`src/rtl/csa_resolver.sv`:
```
// Multi-cycle carry-propagate adder: resolves a carry-save pair into one binary word,
// CHUNK bits per clock LSB first, with valid/ready handshakes on both sides.
module csa_resolver #(
    parameter int NN    = 17,
    parameter int CHUNK = 4
) (
    input  logic          clk,
    input  logic          rst,
    input  logic          in_valid,
    output logic          in_ready,
    input  logic [NN-1:0] in1,
    input  logic [NN-1:0] in2,
    output logic          out_valid,
    input  logic          out_ready,
    output logic [NN-1:0] sum,
    output logic          cout
);

    localparam int NCH = (NN + CHUNK - 1) / CHUNK;
    localparam int W   = NCH * CHUNK;
    localparam int CW  = (NCH > 1) ? $clog2(NCH) : 1;

    typedef enum logic [1:0] {
        IDLE,
        RUN,
        DONE
    } state_t;

    state_t          state_q, state_d;
    logic [W-1:0]    a_q, b_q;
    logic [W-1:0]    res_q, res_d;
    logic [CW-1:0]   cnt_q;
    logic            carry_q;
    logic [NN-1:0]   sum_q;
    logic            cout_q, cout_d;
    logic [CHUNK:0]  chunk_sum;
    logic            last_chunk;

    assign last_chunk = (cnt_q == CW'(NCH - 1));

    // Operands shift right one chunk per cycle, so the active chunk is always at bit 0
    // and the resolved chunk enters the result register from the top.
    always_comb begin
        chunk_sum = {1'b0, a_q[CHUNK-1:0]} + {1'b0, b_q[CHUNK-1:0]}
                  + {{CHUNK{1'b0}}, carry_q};
        res_d     = W'({chunk_sum[CHUNK-1:0], res_q} >> CHUNK);
    end

    // With no padding the true carry is the final chunk carry; otherwise it lands in
    // the first padded result bit and the chunk carry is always zero.
    if (W == NN) begin : g_cout_carry
        assign cout_d = chunk_sum[CHUNK];
    end else begin : g_cout_pad
        assign cout_d = res_d[NN];
    end

    // NOTE: sequential state uses non-blocking assignments so every register samples
    // pre-edge values regardless of process ordering.
    always_ff @(posedge clk or posedge rst) begin
        if (rst) begin
            state_q <= IDLE;
        end else begin
            state_q <= state_d;
        end
    end

    // NOTE: default assignment first so no path through the case leaves state_d
    // unassigned, which would otherwise infer a latch.
    always_comb begin
        state_d = state_q;
        case (state_q)
            IDLE:    if (in_valid)   state_d = RUN;
            RUN:     if (last_chunk) state_d = DONE;
            DONE:    if (out_ready)  state_d = IDLE;
            default:                 state_d = IDLE;
        endcase
    end

    always_comb begin
        in_ready  = (state_q == IDLE);
        out_valid = (state_q == DONE);
    end

    always_ff @(posedge clk or posedge rst) begin
        if (rst) begin
            a_q     <= '0;
            b_q     <= '0;
            res_q   <= '0;
            cnt_q   <= '0;
            carry_q <= 1'b0;
            sum_q   <= '0;
            cout_q  <= 1'b0;
        end else begin
            case (state_q)
                IDLE: begin
                    if (in_valid) begin
                        a_q     <= W'(in1);
                        b_q     <= W'(in2);
                        res_q   <= '0;
                        cnt_q   <= '0;
                        carry_q <= 1'b0;
                    end
                end
                RUN: begin
                    a_q     <= a_q >> CHUNK;
                    b_q     <= b_q >> CHUNK;
                    res_q   <= res_d;
                    carry_q <= chunk_sum[CHUNK];
                    cnt_q   <= cnt_q + CW'(1);
                    if (last_chunk) begin
                        sum_q  <= res_d[NN-1:0];
                        cout_q <= cout_d;
                    end
                end
                default: ;
            endcase
        end
    end

    assign sum  = sum_q;
    assign cout = cout_q;

endmodule

```
`config.mk`:
```
export PLATFORM = sky130hd
export DESIGN_NAME = csa_resolver
export DESIGN_NICKNAME = d
export VERILOG_FILES = /design/src/rtl/csa_resolver.sv
export SDC_FILE = /design/constraint.sdc
export NUM_CORES = 1
export LEC_CHECK = 0
export BUFFER_PORTS_ARGS = -buffer_cell sky130_fd_sc_hd__buf_2
export CORE_MARGIN = 2
export CORE_UTILIZATION = 45
export DETAILED_ROUTE_END_ITERATION = 12
export PLACE_DENSITY = 0.73
export SYNTH_ARGS = -nofsm -noshare
export SYNTH_HDL_FRONTEND = slang
export SYNTH_SLANG_ARGS = --single-unit
```
`constraint.sdc`:
```
create_clock -name clk -period 2.1 [get_ports clk]
set_input_delay 0.105 -clock clk [delete_from_list [all_inputs] [get_ports clk]]
set_output_delay 0.105 -clock clk [all_outputs]
set_load 0.01 [all_outputs]
```
Word-level counts from Yosys, hierarchy flattened
Index checks and enable logic that the tools add are counted.
- add/subtract/negate cells: 3
- muxes and demuxes: 14
- reduce and logical (&&, ||, !) cells: 5
- equal/unequal tests: 6
- operator list (operator ; number):
    $pmux W20 S2 ; 3
    $mux W20 ; 3
    $mux W2 ; 3
    $pmux W2 S3 ; 1
    $pmux W3 S2 ; 1
    $add A4 B4 Y5 ; 1
    $add A5 B1 Y5 ; 1
    $ne A2 B2 Y1 const B ; 2
    $reduce_and A2 Y1 ; 2
    $add A3 B1 Y3 const B ; 1
    $eq A3 B3 Y1 const B ; 1
    $mux W3 ; 1
    $reduce_and A3 Y1 ; 1
    $eq A2 B1 Y1 const B ; 1
    $eq A2 B2 Y1 const B ; 1
    $logic_not A2 Y1 ; 1
    $ne A2 B1 Y1 const B ; 1
    $pmux W1 S2 ; 1
    $reduce_bool A2 Y1 ; 1
    $mux W1 ; 1
- input port bits: 38
- output and inout bits: 20
- register bits after elaboration: 84
- logic and storage cells: 36

Depth between registers and ports, before layout
Gate-level depths: netlist (run 1).
- depth in word-level cells: 3
- gate-level depth with buffers: 7
- depth with buffers taken out: 7

Worst setup path before layout (run 1)
Ideal clock, no wire load.
- path kind: reg2reg
- start point: register a_q[0]
- end point: register carry_q
- cell stages (with the launch flop): 8
- period minus slack after synthesis: 1553 ps
- arrival time: 1426 ps
- setup slack: 547 ps
- setup time: 127 ps
- path through: dfrtp_1 > fa_1 > inv_1 > fa_1 > inv_1 > a21o_1 > a21oi_1 > o21ai_0
- word-level cells in the longest chain between the ends: 3
- ends and longest elaborated chain (what ; line ; RTL):
    from (decl) ; 30 ; logic [W-1:0] a_q, b_q;
    from (signal assigned) ; 97 ; a_q <= W'(in1);
    from (signal assigned) ; 105 ; a_q <= a_q >> CHUNK;
    $add A4 B4 Y5 ; 44 ; chunk_sum = {1'b0, a_q[CHUNK-1:0]} + {1'b0, b_q[CHUNK-1:0]}
    $add A5 B1 Y5 ; 45 ; + {{CHUNK{1'b0}}, carry_q};
    $pmux W1 S2 ; 94 ; case (state_q)
    to (signal assigned) ; 108 ; carry_q <= chunk_sum[CHUNK];
    to (decl) ; 33 ; logic carry_q;
No other way between the ends.
A chain may end at the register's enable or synchronous reset.

Worst setup path in the final report (run 1)
- start point: register cnt_q[0]
- end point: register sum_q[3] (netlist: sum[3])
- word-level cells in the longest chain between the ends: 2
- ends and longest elaborated chain (what ; line ; RTL):
    from (decl) ; 32 ; logic [CW-1:0] cnt_q;
    from (signal assigned) ; 109 ; cnt_q <= cnt_q + CW'(1);
    $eq A3 B3 Y1 ; 39 ; assign last_chunk = (cnt_q == CW'(NCH - 1));
    $reduce_and A2 Y1 (no line) ; -- ;
    to (signal assigned) ; 111 ; sum_q <= res_d[NN-1:0];
    to (decl) ; 34 ; logic [NN-1:0] sum_q;
No other way between the ends.

==> results, run 1 <==
- The critical path arrival is 1920 ps.
- Once placement completed, the tool counted placed cells totaling 431.
- The fraction of the yosys area taken by sequential cells is 0.544.
- The total standard cell area after synthesis is 3400 um2.
- The flow ran to the end, and the final reports show no timing, DRC or antenna violations.
- STA classifies the critical path startpoint as a flop.
- The worst hold path passes through 3 cells.
- The capturing point of the worst reg2reg path is sum[3].
- The analysis attributes to net switching a power of 1.91 mW.
- Pin placement for this block handled 58 I/O pins.
- The number of warnings reported in the yosys synthesis log is 0.
- Wires add up to 6550 um.
- The routed length per instance is 14.4 um.
- The effective utilization at floorplan is 0.467.
- The first-pass iteration count of the detailed router is 4.
- The CTS sink count is 74.
- Static timing analysis puts the maximum clock frequency at 592 MHz.
- Registers take 1850 um2.
- The number of distinct library cells after synthesis is 28.
- The number of global-route vias before repair was 2337.
- Sorting the synthesized cells by area gives the leading types as sky130_fd_sc_hd__dfrtp_1, sky130_fd_sc_hd__mux2_4, sky130_fd_sc_hd__a22o_1.
- The die extent in y is 91.0 um.
- The post-detailed-route DRC marker count is 0.
- Setup repair after global routing left no endpoint under its margin.
- The number of synthesized flops with an enable pin is 0.
- In this run the most critical hold path is launched from in2[8].
- The total of endpoints with negative setup slack in the final report is 0.
- The via total after detailed routing is 2346.
- The maximum clock insertion buffer count is 2.
- The count of endpoints failing hold in the final timing report came to 0.
- After synthesis, the most frequently instantiated cells are sky130_fd_sc_hd__dfrtp_1, sky130_fd_sc_hd__o21ai_0, sky130_fd_sc_hd__a21oi_1, sky130_fd_sc_hd__nand2_1, sky130_fd_sc_hd__a22o_1.
- Of the total power, the share spent switching nets is 0.338.
- In the synthesized netlist the dominant register cell turns out to be sky130_fd_sc_hd__dfrtp_1.
- The category of the worst setup path capture point is a flop.
- The share of post-route cells with drive strength above 1 is 0.303.
- The share of synthesized area in the top cell type comes to 0.544.
- The global-route wire length before repair is 11500 um.
- The clock latency of the later-clocked register in the worst-skew pair is 350 ps.
- The number of buffer cells added on primary ports is 57.
- Once layout is complete, the cells apart from fillers number 456.
- The average footprint of a synthesized cell is 11.7 um2.
- The filler cells instantiated in the layout total 656.
- The slew at the pin with the worst max-slew slack is 1010 ps.
- The critical path class is flop to flop.
- In this run the worst path has a maximum fanout of 20.
- The proportion of power drawn by combinational gates is 0.353.
- The fraction of registers with async set or reset after synthesis is 1.00.
- The design draws 5.64 mW.
- The min-delay analysis places its worst path in the category input port to flop.
- After clock tree synthesis, the setup repair step added 0 buffers.
- The floorplan step defined a core boundary enclosing 7290 um2.
- At the end of the flow the core is filled with cells to 0.557.
- The die area is 8280 um2.
- The endpoint required time on the critical path is 2330 ps.
- Buffers inserted during clock tree synthesis total 9.
- The initial antenna violation count is 0.
- Of the total power, the clock network draws 0.231.
- The total count of max-transition violations in the final report is 0.
- The share of total power dissipated in sequential elements is 0.417.
- The first routing iteration left 92 violations.
- The power density relative to cell area is 1390 nW/um2.
- The launch instance of the worst register-to-register path is cnt_q[0].
- The post-route clock skew is 8.31 ps.
- In this run the static leakage power is 2.08 nW.
- In this run the core area contains 31 standard-cell rows.
- The x dimension of the die is 91.0 um.
- The number of routed nets with antenna violations is 0.
- The total congestion overflow is 0.
- Synthesis produced a netlist with a net count of 335.
- The HPWL after detailed placement is 4290 um.
- The number of hold buffers added after CTS was 8.
- In this run the register-to-register setup slack is 410 ps.
- The synthesized design contains 74 register bits.
- Relative to the synthesized area, the layout overhead comes to 19.3%.
- Yosys instantiated no cell more often than sky130_fd_sc_hd__dfrtp_1.
- After the last flow step, the layout net total stands at 396.
- The largest net degree at the start of global routing is 75.
- The clock transition time at the flip-flop clock pins of the worst setup and hold paths is 70 ps.
- The maximum vdd drop is 0.622 mV.
- Subtracting the final worst setup slack from the clock period gives 1690 ps.
- CTS placed an instance of sky130_fd_sc_hd__clkbuf_8 at the clock tree root.
- The largest area contributor in the synthesized netlist is sky130_fd_sc_hd__dfrtp_1.
- Routability-driven placement finished with a final weighted congestion of 0.778.
- The vias per cell is 5.14.
- The worst min-delay path endpoint is b_q[8].
- The aggregate global-route resource usage is 0.175.
- The TritonCTS clock tree is built.
- The area taken by multi-input logic gates is 1390 um2.
- Adding up every negative setup slack in the final design gives 0 ps.
- The H-tree was split into 3 levels.
- Once the clock tree was built, the resizer swapped 0 gates to a different size.
- The number of maximum-capacitance violations is 0.
- The depth of the worst register-to-register path is 4.
- The number of cells produced by synthesis is 290.
- The final period utilization is 0.805.
- The relative slew slack is 0.324.
- The internal portion of total power is 3.74 mW.
-- worst max-delay path by stage --
stage | from | to | slack [ps] | depth (start not counted)
global route | state_q[0] | b_q[0] | 180 | 3
detailed placement | cnt_q[0] | sum[9] | 400 | 4
CTS | cnt_q[0] | sum[9] | 380 | 4
global placement | cnt_q[0] | sum[15] | 420 | 4
floorplan | rst | a_q[0] | 110 | 1
finish | cnt_q[0] | sum[3] | 410 | 4
-- placed cells by master, fill, tap and decap left out, types with 7 or more instances in the layout --
cell                            synthesis  final
sky130_fd_sc_hd__dfrtp_1               74     74
sky130_fd_sc_hd__a22oi_1                9      9
sky130_fd_sc_hd__inv_1                  8      7
sky130_fd_sc_hd__and3b_2                7      7
sky130_fd_sc_hd__a22o_1                21     21
sky130_fd_sc_hd__a21oi_1               29     29
sky130_fd_sc_hd__dlygate4sd3_1          0      8
sky130_fd_sc_hd__nor2b_1               11     11
sky130_fd_sc_hd__clkbuf_8               0      9
sky130_fd_sc_hd__o21ai_0               34     34
sky130_fd_sc_hd__mux2_4                17     17
sky130_fd_sc_hd__and3b_1               10     10
sky130_fd_sc_hd__nand2_1               25     25
sky130_fd_sc_hd__buf_2                 11     57
-- metrics by stage --
step | area, um2 | hold WS (ps) | setup WS, ps
after floorplan | 3400 | 213 | 113
after global placement | 3740 | 219 | 421
after detailed placement | 3740 | 221 | 396
after CTS | 4060 | 39.9 | 384
after global routing | 4060 | 33.6 | 181
final | 4060 | 54.0 | 410
-- logic make-up (layout without fill, tap and decap cells) --
kind of cell,count (synthesis),in the layout,synth area share
AO/OA/AOI/OAI,99,99,0.182
XOR/XNOR,2,2,0.00515
adder cells (fa/ha/maj),7,7,0.0301
buffers and inverters,30,96,0.0481
flip-flops,74,74,0.544
multiplexers,18,18,0.0783
other,0,1,0
AND/OR/NAND/NOR,60,60,0.112
-- metal layers --
| layer | track usage | vias to the layer above | routed length [um] |
|---|---|---|---|
| met5 | 0 | - | 0 |
| met4 | 0.0505 | 0 | 23 |
| met3 | 0.0672 | 2 | 365 |
| met2 | 0.264 | 62 | 3080 |
| met1 | 0.236 | 1132 | 3070 |
| li1 | - | 1150 | - |
-- sequential cells by signal (all words and copies together), names as in the netlist --
name     count
carry_q      1
res_q       16
sum         17
cout         1
a_q         17
b_q         17
cnt_q        3
state_q      2
-- critical path: stages, from the launching register on --
cell	delay (ps)
sky130_fd_sc_hd__dfrtp_1	420
sky130_fd_sc_hd__inv_1	70
sky130_fd_sc_hd__ha_1	220
sky130_fd_sc_hd__nand4b_4	420
sky130_fd_sc_hd__mux2_4	440
-- power by group through the flow --
stage	clock network, mW	registers, mW	logic [mW]
final	1.30	2.35	1.99
after global routing	1.41	2.43	2.24
after floorplan	0	2.33	1.56
after detailed placement	0	2.38	1.99
after CTS	1.33	2.35	2.02
after global placement	0	2.35	1.93
-- final cells by class --
| class | instances | area share |
|---|---|---|
| Inverter | 8 | 0.00739 |
| Sequential cell | 74 | 0.456 |
| Timing Repair Buffer | 72 | 0.106 |
| Clock inverter | 5 | 0.0253 |
| Clock buffer | 11 | 0.0323 |
| Tap cell | 99 | 0.0305 |
| Multi-Input combinational cell | 186 | 0.342 |
| Antenna cell | 1 | 0.000616 |
Power figures use the tool's default switching activity.
==> inputs of run 2 (changes only) <==
Settings changed: PLACE_DENSITY 0.73 to 0.7.
Clock period 2.1 ns to 1.7 ns, I/O delays scaled along.
==> results, run 2 (synthesis gave the netlist of run 1 again) <==
- The share of power burned in the clock network is 0.188.
- The power density relative to cell area is 1670 nW/um2.
- The total count of max-transition violations in the final report came to 0.
- Setup repair after global routing left no endpoint under its margin.
- For this block, the routed nets add up to 6800 um of wire.
- The post-route setup TNS is 0 ps.
- In this design, the largest share of critical-path delay is due to adder cells.
- The count of buffering cells on the critical path with inverters included is 2.
- The hold path startpoint is in2[6].
- The post-detailed-route DRC marker count is 0.
- Of the total power, combinational logic draws 0.388.
- The final period utilization is 0.970.
- The smallest clock period supported by the final layout is computed as 1650 ps.
- The first global-routing pass estimated 11900 um of wire.
- The total of endpoints with negative setup slack in the final report is 0.
- After clock tree synthesis, the clock-pin slew on the worst setup and hold paths is 80 ps.
- The category of the worst setup path capture point is a flop.
- The share of post-route cells with drive strength above 1 is 0.327.
- The CTS sink count is 74.
- Cell internal power was estimated by the tool at 4.42 mW.
- The critical path arrival is 1870 ps.
- The number of routed nets with antenna violations is 0.
- For this run, the slowest stage of the critical path takes 410 ps.
- The fraction of power spent switching nets is 0.357.
- For this configuration, the core starts out at a cell density of 0.467.
- The count of routing violations after the opening detailed-route iteration is 114.
- For this run, the detailed router's first-pass iteration total came to 4.
- The run finished with clean final reports.
- For flop-to-flop paths, the worst setup slack is 50 ps.
- The maximum clock insertion buffer count is 2.
- Leaving out fill and tap cells, the most frequent cell in the layout is sky130_fd_sc_hd__dfrtp_1.
- The count of nets after finishing is 404.
- The critical path goes through fa_2 > inv_1 > fa_2 > inv_1 > a21o_1 > a21oi_1 > o21ai_0.
- The layout overhead on the synthesized area is 20.7%.
- The initial antenna violation count came to 1.
- The via total after detailed routing is 2401.
- Using the TritonRoute via totals, the vias-per-cell ratio works out to 5.19.
- The leakage power total is 2.10 nW.
- In this run the cell area measured after placement is 3830 um2.
- The die is 91.0 um wide.
- The total congestion overflow is 0.
- After detailed routing, the average wire length per cell comes to 14.7 um.
- Of the total power, registers draw 0.424.
- The floorplan core area is 7290 um2.
- In the layout the commonest cells are sky130_fd_sc_hd__dfrtp_1, sky130_fd_sc_hd__buf_2, sky130_fd_sc_hd__o21ai_0.
- The slowest cell on the critical path is sky130_fd_sc_hd__dfrtp_1.
- The number of top-level design ports is 58.
- In this run the worst path has a maximum fanout of 2.
- The total power draw is 6.88 mW.
- Once layout is complete, the cells apart from fillers number 463.
- The count of endpoints failing hold in the final timing report was 0.
- In this run the critical register-to-register path is captured at carry_q.
- The CTS root buffer is sky130_fd_sc_hd__clkbuf_8.
- Counting tap cells, the placed design contains a total of 438 instances.
- The clock tree synthesis step divided the H-tree into 3 levels.
- Between clock sinks in the finished design, the worst skew comes to 11.0 ps.
- The HPWL after detailed placement is 4610 um.
- The largest net degree at the start of global routing is 75.
- The routability congestion estimate from global placement is 0.829.
- The design area is 4110 um2.
- Across the run, the number of max-cap violations was 0.
- The number of global-route vias before repair is 2463.
- The relative slew slack is 0.706.
- After floorplanning, the core was divided into 31 placement rows.
- Across the VDD grid, the largest voltage drop is 0.647 mV.
- The critical path is of the flop to flop type.
- The launch instance of the worst register-to-register path is carry_q.
- The clock latency of the later-clocked register in the worst-skew pair is 350 ps.
- The die extent in y is 91.0 um.
- Summed over all nets, the switching power comes to 2.45 mW.
- In this run the tool buffered the top-level ports with 57 buffer cells.
- The worst setup path is launched from a flop.
- In this run, CTS created clock tree buffers numbering 9.
- The die area is 8280 um2.
- In the global route stage, overall resource usage came out at 0.179.
- The worst hold path terminates at b_q[6].
- The total inserted antenna cells is 0.
- Counting cells, the worst reg-to-reg path comes to 7.
- For the worst setup path, the data required time is 1920 ps.
- The TritonCTS clock tree is built.
- The tightest min-delay check is of the input port to flop type.
- The slew at the pin with the worst max-slew slack is 440 ps.
- The worst hold path cell count is 3.
- The maximum clock frequency is 606 MHz.
run 2: power groups by stage:
stage | registers, mW | clock network, mW | logic (mW)
2_1_floorplan | 2.87 | 0 | 1.93
3_3_place_gp | 2.92 | 0 | 2.59
3_5_place_dp | 2.96 | 0 | 2.67
4_1_cts | 2.93 | 1.33 | 2.71
5_1_grt | 3.01 | 1.41 | 2.99
6_report | 2.91 | 1.29 | 2.67
run 2: stage by stage:
stage	utilization	worst slack, ps	hold slack, ps
after floorplan	-	147	193
after CTS	0.563	48.5	25.4
after global routing	0.563	7.68	39.8
final	0.563	50.3	24.5
after detailed placement	0.525	3.15	231
after global placement	0.525	96.2	227
run 2: worst max path at each step:
stage               startpoint      end  slack (ps)  depth (start not counted)
global route           carry_q  carry_q           8                          7
CTS                     a_q[0]  carry_q          50                          7
floorplan               a_q[0]  carry_q         150                          7
global placement        a_q[0]  carry_q         100                          7
detailed placement      a_q[0]  carry_q           3                          7
finish                 carry_q  carry_q          50                          7
run 2: repair_timing:
action | in CTS | in global routing
setup endpoints to repair | 1 | 1
buffers inserted | 1 | 0
gates resized for setup | 2 | 0
hold buffers | 8 | 0
pin swaps | 0 | 1
hold endpoints to repair | 81 | 0
run 2: layout make-up:
class / instances / area (um2)
inverters: 8 / 33.8
clock buffers: 12 / 155
multi-input cells: 186 / 1390
clock inverters: 4 / 33.8
fillers: 657 / 3180
flip-flops and latches: 74 / 1850
well taps: 99 / 124
repair buffers: 80 / 515
run 2: worst min-delay path: stages:
cell                      delay (ps)
sky130_fd_sc_hd__buf_2            70
sky130_fd_sc_hd__a21oi_1          50
sky130_fd_sc_hd__o21ai_0         130
run 2: routing by layer:
layer / vias up / GRT usage / share of wire / wire [um]
met3: 12 / 0.0423 / 0.041 / 281
met5: - / 0 / 0.0016 / 11
met1: 1158 / 0.228 / 0.47 / 3180
met2: 57 / 0.299 / 0.47 / 3230
li1: 1172 / - / - / -
met4: 2 / 0.0644 / 0.015 / 99
==> inputs of run 3 (changes only) <==
Settings changed: CORE_ASPECT_RATIO set to 1.1.
==> results, run 3 (synthesis gave the netlist of run 1 again) <==
- The run finished with clean final reports.
- The number of global-route vias before repair came to 2259.
- The min-delay analysis places its worst path in the category input port to flop.
- The area growth from synthesis to layout is 20.9%.
- The maximum vdd drop is 0.764 mV.
- The vias per cell is 5.16.
- The launch instance of the worst register-to-register path is carry_q.
- The number of cell rows is 33.
- The worst hold path passes through 3 cells.
- After routing, the total negative slack on setup checks comes to 0 ps.
- For the pin with the worst max-slew slack, the measured transition is 522 ps.
- Setup repair after global routing left no endpoint under its margin.
- The worst register-to-register path has a depth of 6.
- The die area is 8280 um2.
- After layout, the design draws a total of 6.98 mW.
- In the global route stage, overall resource usage came out at 0.173.
- TritonCTS built the clock tree.
- The clock drives 74 sinks.
- After legalization and detailed placement, the total HPWL measured 4390 um.
- The final route contains 2339 vias.
- In this run the register-to-register setup slack is 110 ps.
- The endpoint required time on the critical path is 1930 ps.
- STA classifies the critical path endpoint as a flop.
- Of all nets on the critical path, the largest fanout is 2.
- At the later pin of the worst-skew pair, clock insertion delay measures 350 ps.
- The total count of max-transition violations in the final report is 0.
- Counting the fill cells in the layout gives 625.
- The path with the worst hold slack has its endpoint at b_q[7].
- Headroom to the max-slew limit came out at 0.652.
- The CTS root buffer is sky130_fd_sc_hd__clkbuf_8.
- The hold path startpoint is in2[7].
- The finished layout holds 453 standard cells, fillers aside.
- The maximum clock frequency is 630 MHz.
- The worst setup margin is 112 ps.
- Entering global routing, the biggest net connects 43 pins.
- The post-detailed-route DRC marker count is 0.
- STA classifies the critical path startpoint as a flop.
- The placement-stage worst setup slack is 31.6 ps.
- The first global-routing pass estimated 11000 um of wire.
- Max-cap violations in this run came to 0.
- The count of endpoints failing hold in the final timing report was 0.
- The signal on the critical path passes through fa_2 > buf_4 > a21o_1 > a21oi_1 > xor2_1 > o21ai_0.
- The total congestion overflow is 0.
- Setup violations remaining at the end of the flow were counted as 0.
- On the final layout, the worst hold slack is 21.7 ps.
- The maximum cell stage delay along the critical path is 410 ps.
- Broken down by cell family, the worst path's largest delay share belongs to flip-flops.
- At the worst endpoint, the arrival time is 1820 ps.
- Once placement completed, the tool counted placed cells totaling 427.
- Power spread over the standard cell area amounts to 1700 nW/um2.
- Of the cells placed in the final design, the portion with a size suffix greater than 1 is 0.333.
- 0 antenna diodes ended up in the layout.
- The initial utilization of the core area, before any placement, comes to 0.461.
- The maximum level of the CTS H-tree is 3.
- The region available for standard cell placement spans 7390 um2.
- The maximum clock insertion buffer count is 2.
- The library cell used most frequently in the layout, excluding fill and tap cells, is sky130_fd_sc_hd__dfrtp_1.
- The final period utilization is 0.934.
- The count of nets after finishing is 406.
- After detailed routing, the total wire length is 6650 um.
- The leakage power total is 2.12 nW.
- The endpoint identified for the worst register-to-register timing path is res_q[19].
- Counting the buffers created by CTS gives 9.
- The routed length per instance is 14.7 um.
- The critical path class is flop to flop.
- Clock-pin slew was measured on the worst setup and hold paths at 80 ps.
- 58 I/O pins were placed.
- The top cell types in the final layout, fill and taps aside, are sky130_fd_sc_hd__dfrtp_1, sky130_fd_sc_hd__buf_2, sky130_fd_sc_hd__o21ai_0.
- The smallest clock period supported by the final layout is computed as 1590 ps.
- The routability congestion estimate from global placement is 0.804.
- The x dimension of the die is 86.9 um.
- After the first detailed-routing iteration, the DRC count stood at 85.
- The initial antenna violation count is 0.
- The first detailed-routing pass ran for 4 iterations.
- The number of routed nets with antenna violations is 0.
- Clock skew on the completed layout was measured at 10.9 ps.
- The slowest cell on the critical path is sky130_fd_sc_hd__dfrtp_1.
- The number of buffers and inverters on the critical path is 1.
- The die is 95.2 um tall.
- The number of buffer cells added on primary ports is 57.
-- run 3: how the worst max path moves through the flow --
stage | end | slack [ps] | from | cells after the start
global placement | carry_q | 100 | a_q[0] | 7
floorplan | carry_q | 150 | a_q[0] | 7
detailed placement | carry_q | 30 | a_q[0] | 7
finish | res_q[19] | 110 | carry_q | 6
CTS | carry_q | 20 | a_q[0] | 7
global route | carry_q | 4 | carry_q | 7
-- run 3: per-stage QoR --
step / cell area [um2] / util
floorplan: 3410 / -
global placement: 3820 / 0.517
detailed placement: 3820 / 0.517
CTS: 4100 / 0.554
global route: 4120 / 0.557
finish: 4120 / 0.557
-- run 3: metal layers --
metal  track usage  share of wire  up-vias
met5             0              0        -
met4        0.0781          0.022        0
met3        0.0442          0.045       10
met2         0.264           0.45       60
met1         0.231           0.48     1099
li1              -              -     1170
-- run 3: tightest hold or removal path, cell delays in order --
cell	delay, ps
sky130_fd_sc_hd__buf_2	70
sky130_fd_sc_hd__a21oi_1	50
sky130_fd_sc_hd__o21ai_0	120
-- run 3: final cells by class --
| class | instances | area, um2 | area share |
|---|---|---|---|
| Clock inverter | 7 | 73.8 | 0.0179 |
| Tap cell | 87 | 109 | 0.0264 |
| Multi-Input combinational cell | 186 | 1390 | 0.339 |
| Sequential cell | 74 | 1850 | 0.450 |
| Clock buffer | 9 | 124 | 0.0301 |
| Inverter | 8 | 33.8 | 0.00821 |
| Timing Repair Buffer | 82 | 531 | 0.129 |
-- run 3: report_power, final --
group | switching [mW] | total, mW | internal [mW]
Clock | 0.697 | 1.39 | 0.688
Sequential | 0.491 | 2.92 | 2.43
Combinational | 1.28 | 2.67 | 1.39
-- run 3: what timing repair did --
item	CTS	global route
setup endpoints to repair	0	1
hold buffers	8	0
setup buffers	0	2
resized for setup	0	2
endpoints found under the hold margin	81	0
